$ cat config.mk
export PLATFORM = sky130hd
export DESIGN_NAME = exec_monitor
export DESIGN_NICKNAME = d
export VERILOG_FILES = /design/src/rtl/exec_monitor.sv
export SDC_FILE = /design/constraint.sdc
export NUM_CORES = 1
export LEC_CHECK = 0
export BUFFER_PORTS_ARGS = -buffer_cell sky130_fd_sc_hd__buf_2
export CORE_MARGIN = 2
export CORE_UTILIZATION = 43
export CTS_BUF_LIST = sky130_fd_sc_hd__clkbuf_16
export DETAILED_ROUTE_END_ITERATION = 8
export PLACE_DENSITY = 0.69
export SLEW_MARGIN = 10
export SYNTH_ARGS = -nofsm -noshare
export SYNTH_HDL_FRONTEND = slang
export SYNTH_SLANG_ARGS = --single-unit
$ cat constraint.sdc
create_clock -name clk_i -period 7.09 [get_ports clk_i]
set_clock_uncertainty 0.1 [all_clocks]
set_input_delay 1.0635 -clock clk_i [delete_from_list [all_inputs] [get_ports clk_i]]
set_output_delay 1.0635 -clock clk_i [all_outputs]
set_load 0.005 [all_outputs]
$ cat src/rtl/exec_monitor.sv
// exec_monitor: execution checker for the 8-bit computer.
// Walks a programmable table of expected events (opcode fetch, accumulator
// value, I/O write), then counts fetches of a loop opcode up to a runtime
// target and reports pass, or fail with a code.
// Optional PC history ring buffer: define EXEC_MONITOR_HISTORY_EN.
//
// state  | meaning
// -------+-----------------------------------------------------------
// IDLE   | waiting for start; event table writable
// SEQ    | matching table entry ev_idx, timeout running
// LOOP   | counting loop_op fetches toward loop_target, timeout running
// PASS   | sequence and loop completed; held until start or reset
// FAIL   | timeout or I/O data mismatch; fail_code holds the reason
module exec_monitor #(
    parameter int DATA_W      = 8,
    parameter int ADDR_W      = 4,
    parameter int NUM_EVENTS  = 8,
    parameter int LOOP_W      = 16,
    parameter int TIMEOUT_CYC = 65536,
    parameter int HIST_DEPTH  = 8,
    localparam int IDX_W      = $clog2(NUM_EVENTS + 1),
    localparam int HIST_IW    = (HIST_DEPTH > 1) ? $clog2(HIST_DEPTH) : 1
) (
    input  logic              clk_i,
    input  logic              reset_i,        // active-low, synchronous
    input  logic [DATA_W-1:0] ir_i,
    input  logic              ir_load_i,
    input  logic [DATA_W-1:0] a_reg_i,
    input  logic [7:0]        pc_i,
    input  logic              io_we_i,
    input  logic [ADDR_W-1:0] io_addr_i,
    input  logic [DATA_W-1:0] io_data_i,
    input  logic              cfg_we_i,
    input  logic [IDX_W-1:0]  cfg_idx_i,
    input  logic [1:0]        cfg_kind_i,
    input  logic [DATA_W-1:0] cfg_val_i,
    input  logic [ADDR_W-1:0] cfg_addr_i,
    input  logic [IDX_W-1:0]  seq_len_i,
    input  logic [DATA_W-1:0] loop_op_i,
    input  logic [LOOP_W-1:0] loop_target_i,
    input  logic              start_i,
    output logic              busy_o,
    output logic              done_o,
    output logic              pass_o,
    output logic [2:0]        fail_code_o,
    output logic [IDX_W-1:0]  ev_idx_o,
    output logic [LOOP_W-1:0] loop_cnt_o,
    input  logic [HIST_IW-1:0] hist_rd_idx_i,
    output logic [7:0]        hist_pc_o
);

    localparam int TBL_IW = (NUM_EVENTS > 1) ? $clog2(NUM_EVENTS) : 1;
    localparam int TO_W   = (TIMEOUT_CYC > 1) ? $clog2(TIMEOUT_CYC) : 1;
    localparam logic [TO_W-1:0]  TO_LAST  = TO_W'(TIMEOUT_CYC - 1);
    localparam logic [IDX_W-1:0] NUM_EV_I = IDX_W'(NUM_EVENTS);
    localparam logic [1:0] KIND_AREG = 2'd1;
    localparam logic [1:0] KIND_IOWR = 2'd2;

    typedef enum logic [2:0] {
        ST_IDLE = 3'd0,
        ST_SEQ  = 3'd1,
        ST_LOOP = 3'd2,
        ST_PASS = 3'd3,
        ST_FAIL = 3'd4
    } state_t;

    state_t             state_q, state_d;
    logic [IDX_W-1:0]   ev_idx_q, ev_idx_d;
    logic [LOOP_W-1:0]  loop_cnt_q, loop_cnt_d;
    logic [TO_W-1:0]    to_cnt_q, to_cnt_d;
    logic [2:0]         fail_code_q, fail_code_d;
    logic [IDX_W-1:0]   seq_len_q, seq_len_d;
    logic [DATA_W-1:0]  loop_op_q, loop_op_d;
    logic [LOOP_W-1:0]  loop_target_q, loop_target_d;

    // Event table: deliberately not reset so a board reset keeps the program.
    logic [1:0]         tbl_kind_q [NUM_EVENTS];
    logic [DATA_W-1:0]  tbl_val_q  [NUM_EVENTS];
    logic [ADDR_W-1:0]  tbl_addr_q [NUM_EVENTS];

    logic               busy, start_go;
    logic [1:0]         cur_kind;
    logic [DATA_W-1:0]  cur_val;
    logic [ADDR_W-1:0]  cur_addr;
    logic               io_hit, seq_match, seq_iomis, loop_hit;
    logic [IDX_W-1:0]   ev_inc, seq_len_clamp;
    logic [LOOP_W-1:0]  loop_inc;

    assign busy     = (state_q == ST_SEQ) || (state_q == ST_LOOP);
    assign start_go = start_i && !busy;

    assign cur_kind = tbl_kind_q[ev_idx_q[TBL_IW-1:0]];
    assign cur_val  = tbl_val_q[ev_idx_q[TBL_IW-1:0]];
    assign cur_addr = tbl_addr_q[ev_idx_q[TBL_IW-1:0]];

    // Kind 3 is reserved and falls through to the opcode-fetch check.
    assign io_hit    = io_we_i && (io_addr_i == cur_addr);
    assign seq_match = (cur_kind == KIND_AREG) ? (a_reg_i == cur_val) :
                       (cur_kind == KIND_IOWR) ? (io_hit && (io_data_i == cur_val)) :
                                                 (ir_load_i && (ir_i == cur_val));
    assign seq_iomis = (cur_kind == KIND_IOWR) && io_hit && (io_data_i != cur_val);
    assign loop_hit  = ir_load_i && (ir_i == loop_op_q);

    assign ev_inc        = ev_idx_q + IDX_W'(1);
    assign loop_inc      = (loop_cnt_q == '1) ? loop_cnt_q : loop_cnt_q + LOOP_W'(1);
    assign seq_len_clamp = (seq_len_i > NUM_EV_I) ? NUM_EV_I : seq_len_i;

    // Table writes are only accepted while no check is running.
    always_ff @(posedge clk_i) begin
        if (cfg_we_i && !busy && (cfg_idx_i < NUM_EV_I)) begin
            tbl_kind_q[cfg_idx_i[TBL_IW-1:0]] <= cfg_kind_i;
            tbl_val_q[cfg_idx_i[TBL_IW-1:0]]  <= cfg_val_i;
            tbl_addr_q[cfg_idx_i[TBL_IW-1:0]] <= cfg_addr_i;
        end
    end

    // Next-state, counters and fail code; a match always beats a timeout.
    always_comb begin
        state_d       = state_q;
        ev_idx_d      = ev_idx_q;
        loop_cnt_d    = loop_cnt_q;
        to_cnt_d      = to_cnt_q;
        fail_code_d   = fail_code_q;
        seq_len_d     = seq_len_q;
        loop_op_d     = loop_op_q;
        loop_target_d = loop_target_q;
        case (state_q)
            ST_IDLE, ST_PASS, ST_FAIL: begin
                if (start_i) begin
                    seq_len_d     = seq_len_clamp;
                    loop_op_d     = loop_op_i;
                    loop_target_d = loop_target_i;
                    ev_idx_d      = '0;
                    loop_cnt_d    = '0;
                    to_cnt_d      = '0;
                    fail_code_d   = 3'd0;
                    state_d       = (seq_len_clamp == '0) ? ST_LOOP : ST_SEQ;
                end
            end
            ST_SEQ: begin
                if (seq_match) begin
                    ev_idx_d = ev_inc;
                    to_cnt_d = '0;
                    if (ev_inc == seq_len_q) state_d = ST_LOOP;
                end else if (seq_iomis) begin
                    fail_code_d = 3'd2;
                    state_d     = ST_FAIL;
                end else if (to_cnt_q == TO_LAST) begin
                    fail_code_d = 3'd1;
                    state_d     = ST_FAIL;
                end else begin
                    to_cnt_d = to_cnt_q + TO_W'(1);
                end
            end
            ST_LOOP: begin
                if (loop_target_q == '0) begin
                    state_d = ST_PASS;
                end else if (loop_hit) begin
                    loop_cnt_d = loop_inc;
                    to_cnt_d   = '0;
                    if (loop_inc == loop_target_q) state_d = ST_PASS;
                end else if (to_cnt_q == TO_LAST) begin
                    fail_code_d = 3'd3;
                    state_d     = ST_FAIL;
                end else begin
                    to_cnt_d = to_cnt_q + TO_W'(1);
                end
            end
            default: state_d = ST_IDLE;
        endcase
    end

    // State and status registers with synchronous active-low reset.
    always_ff @(posedge clk_i) begin
        if (!reset_i) begin
            state_q       <= ST_IDLE;
            ev_idx_q      <= '0;
            loop_cnt_q    <= '0;
            to_cnt_q      <= '0;
            fail_code_q   <= 3'd0;
            seq_len_q     <= '0;
            loop_op_q     <= '0;
            loop_target_q <= '0;
        end else begin
            state_q       <= state_d;
            ev_idx_q      <= ev_idx_d;
            loop_cnt_q    <= loop_cnt_d;
            to_cnt_q      <= to_cnt_d;
            fail_code_q   <= fail_code_d;
            seq_len_q     <= seq_len_d;
            loop_op_q     <= loop_op_d;
            loop_target_q <= loop_target_d;
        end
    end

    assign busy_o      = busy;
    assign done_o      = (state_q == ST_PASS) || (state_q == ST_FAIL);
    assign pass_o      = (state_q == ST_PASS);
    assign fail_code_o = fail_code_q;
    assign ev_idx_o    = ev_idx_q;
    assign loop_cnt_o  = loop_cnt_q;

`ifdef EXEC_MONITOR_HISTORY_EN
    // Pointer arithmetic wraps naturally, so HIST_DEPTH should be a power of two.
    logic [7:0]         hist_q [HIST_DEPTH];
    logic [HIST_IW-1:0] hist_wp_q;
    logic [7:0]         hist_pc_q;

    // Record PC per fetch while busy; freezes once FAIL is entered, cleared by start.
    always_ff @(posedge clk_i) begin
        if (!reset_i) begin
            hist_wp_q <= '0;
            hist_pc_q <= 8'd0;
        end else begin
            if (start_go) begin
                hist_wp_q <= '0;
                for (int i = 0; i < HIST_DEPTH; i++) hist_q[i] <= 8'd0;
            end else if (busy && ir_load_i) begin
                hist_q[hist_wp_q] <= pc_i;
                hist_wp_q         <= hist_wp_q + HIST_IW'(1);
            end
            hist_pc_q <= hist_q[hist_wp_q - HIST_IW'(1) - hist_rd_idx_i];
        end
    end

    assign hist_pc_o = hist_pc_q;
`else
    logic unused_hist;
    assign unused_hist = ^{pc_i, hist_rd_idx_i, start_go};
    assign hist_pc_o   = 8'd0;
`endif

endmodule
==> summary.txt <==
CTS max path bufs = 2
adder-cell share of the synthesized area = 0.00407
drt drc = 0
status = finished, final reports clean
Leak Pwr = 3.71 nW
GPL Wtd Cong = 0.875
routed vias/inst = 5.65
share of cells above drive strength 1 = 0.202
final wirelength = 22,900 um
Synth Area in XOR/XNOR = 0.0532
main combinational cell family by area after synthesis = simple AND/OR/NAND/NOR gates
crit-path max cell delay = 0.95 ns
clk_lat worst skew = 0.45 ns
Arrival @ worst endpoint = 4.39 ns
Port-buffer cells = 104
synthesized area per cell = 10.7 um2
slowest CP cell = dfxtp_1
RSZ-0062 raised after global routing = no
CTS tree = done
Yosys top cell by area = edfxtp_1
Hold Fails Final Rpt = 0
power density over the cells = 243 nW/um2
Setup TNS = 0 ns
synthesized flop and latch total = 184
routed length per placed instance = 18.4 um
total core area = 21,000 um2
Peak Freq = 243 MHz
GRT overflow = 0
Synth Warn # = 0
sequential share of the synthesized area = 0.521
DIE WIDTH = 150 um
vias = 7,022
drt pass-1 iters = 5
H-Tree Depth = 4
Total GRT Usage = 0.209
via count of the first global-routing pass = 6,792
PostCTS Resize Cnt = 0
synthesized instance count = 865
min-delay worst type = flop to flop
crit share post-route = 0.581
# placed instances = 1,208
clock root cell = clkbuf_16
critical path data required time = 7.36 ns
number of synthesized flops with an enable pin = 112
Finished Layout Cells = 1,243
# IOs = 125
cts hold-fix bufs = 0
mux share of post-synthesis cell area = 0.0806
CP Class = flop to flop
# fillers = 1,872
Num CTS Buffers = 17
crit path max fanout = 26
area delta synth->final = 14.5%
post-synthesis async set-or-reset flop share = 0
complex-gate fraction of the synthesized area = 0.125
max-slew violations = 0
clock slew at reported path FFs = 0.08 ns
first-pass GRT wire length = 35,900 um
setup repair bufs after CTS = 0
slew margin rel. = 0.204
Clock Sink Count = 184
HPWL after detailed placement = 15,900 um
FP Rows = 53
top cells by area, synth = edfxtp_1 36%, dfxtp_1 16%, nand2_1 4.2%, mux2i_1 3.6%, a21oi_1 3.5%
Max Cap Viol = 0
setup violators final = 0
Synth top area share = 0.365
VDD IR max = 0.000163 V
DRT antenna net count = 0
Syn Std Cell Area = 9220 um2
die area = 22,600 um2
CP endpoint kind = flop
Power Total = 2.57 mW
Critical Path Start Type = flop
NumNets Final = 1,046
initial antenna violation count = 4
Die H = 150 um
worst path cell trace = nor2b_1, a22oi_1, and3_1, o221ai_1, or4_4, a2bb2oi_1, a21o_1, or4b_1, a31oi_1
DR iter-0 viols = 416
largest net degree at the start of global routing = 56
synth unique cells = 77
Initial Utilization = 0.439
fin crit period = 4.12 ns
post-synthesis simple-gate area fraction = 0.181
worst slew pin tran = 1.18 ns
ys flop type = edfxtp_1
-- flip-flops by register name, summed over array words and instances, names as in the netlist, 3 cells and up, named ones only --
signal / cells
tbl_val_q: 64
tbl_addr_q: 32
loop_cnt_o: 16
loop_target_q: 16
tbl_kind_q: 16
to_cnt_q: 16
loop_op_q: 8
ev_idx_o: 4
seq_len_q: 4
state_q: 3
-- through the flow --
stage | instance area, um2 | util | setup WS, ns | hold slack [ns]
after global routing | 10600 | 0.502 | 2.71 | 0.389
after global placement | 9900 | 0.471 | 3.06 | 0.356
after floorplan | 9250 | - | 4.06 | 0.348
after detailed placement | 9900 | 0.471 | 3.02 | 0.362
after CTS | 10600 | 0.502 | 3.01 | 0.374
final | 10600 | 0.502 | 2.97 | 0.373
-- cells in the final DEF (no fill, tap or decap), types with 13 or more instances in the layout --
cell and n:
a31oi_1 15, nor3_1 21, xor2_1 28, a21oi_1 65, nand3_1 40, dfxtp_1 71
mux2i_1 33, edfxtp_1 112, o21ai_0 23, xnor2_1 28, nor2_1 57, and3_1 13
clkbuf_16 17, nand2_1 102, nand4_1 13, buf_2 104
-- power by group --
group          switching, mW  internal [mW]  leakage, nW
clock                  0.513          0.505        0.313
sequential            0.0357           1.17         1.59
combinational          0.227          0.119         1.80
total                  0.776           1.79         3.71
-- final timing paths --
check | from | end | slack, ns | cells after the start
worst max register to register | flop | to_cnt_q[9] | 2.97 | 9
worst max-delay path | flop | to_cnt_q[9] | 2.97 | 9
worst min register to register | loop_op_q[1] | loop_op_q[1] | 0.37 | 2
worst min-delay path | loop_op_q[1] | loop_op_q[1] | 0.37 | 2
-- metal layers --
metal  vias up  share of wire  track usage
li1       3406              -            -
met1      3351           0.41        0.256
met2       224           0.50        0.360
met3        39          0.063       0.0473
met4         2          0.025       0.0783
met5         -        0.00052            0
-- cell families (layout without fill, tap and decap cells) --
group,after synthesis,in the layout
DFF,184,184
other,1,12
xor gates and xnor gates,56,56
muxes,55,55
and+or+nand+nor,333,333
AOI/OAI and AO/OA,175,175
adders and majority gates,3,3
buffers and inverters,58,150
-- critical path, delay by kind of cell (launching register included) --
| kind | cells | cell delay, ns |
|---|---|---|
| compound gates | 5 | 1.51 |
| simple gates | 4 | 1.46 |
| flops | 1 | 0.95 |
-- area by class of cell --
type | count | area (um2) | area share
timing repair buffer | 112 | 581 | 0.0550
clock buffer | 17 | 425 | 0.0403
multi-input combinational | 631 | 4150 | 0.393
inverter | 6 | 22.5 | 0.00213
tap | 275 | 344 | 0.0326
clock inverter | 15 | 223 | 0.0211
antenna | 3 | 7.51 | 0.000711
sequential | 184 | 4810 | 0.455
-- Yosys cell counts, types with 6 or more instances --
| library cell | number |
|---|---|
| and3_1 | 13 |
| a21oi_1 | 65 |
| nor2b_1 | 8 |
| xor2_1 | 28 |
| nor3b_1 | 6 |
| o21ai_0 | 23 |
| nand4_1 | 13 |
| mux4_2 | 11 |
| nand3_1 | 40 |
| buf_6 | 6 |
| buf_4 | 11 |
| a211oi_1 | 6 |
| o221a_2 | 7 |
| edfxtp_1 | 112 |
| mux2_2 | 7 |
| nand2b_1 | 11 |
| o21a_1 | 6 |
| dfxtp_1 | 72 |
| nor4_1 | 12 |
| nor3_1 | 23 |
| mux2i_1 | 33 |
| or3_1 | 9 |
| nor2_1 | 61 |
| nand2_1 | 102 |
| a31oi_1 | 15 |
| clkbuf_1 | 28 |
| xnor2_1 | 28 |
| a22oi_1 | 8 |
| nand3b_1 | 8 |
| buf_2 | 6 |
(Power assumes the default switching activity.)
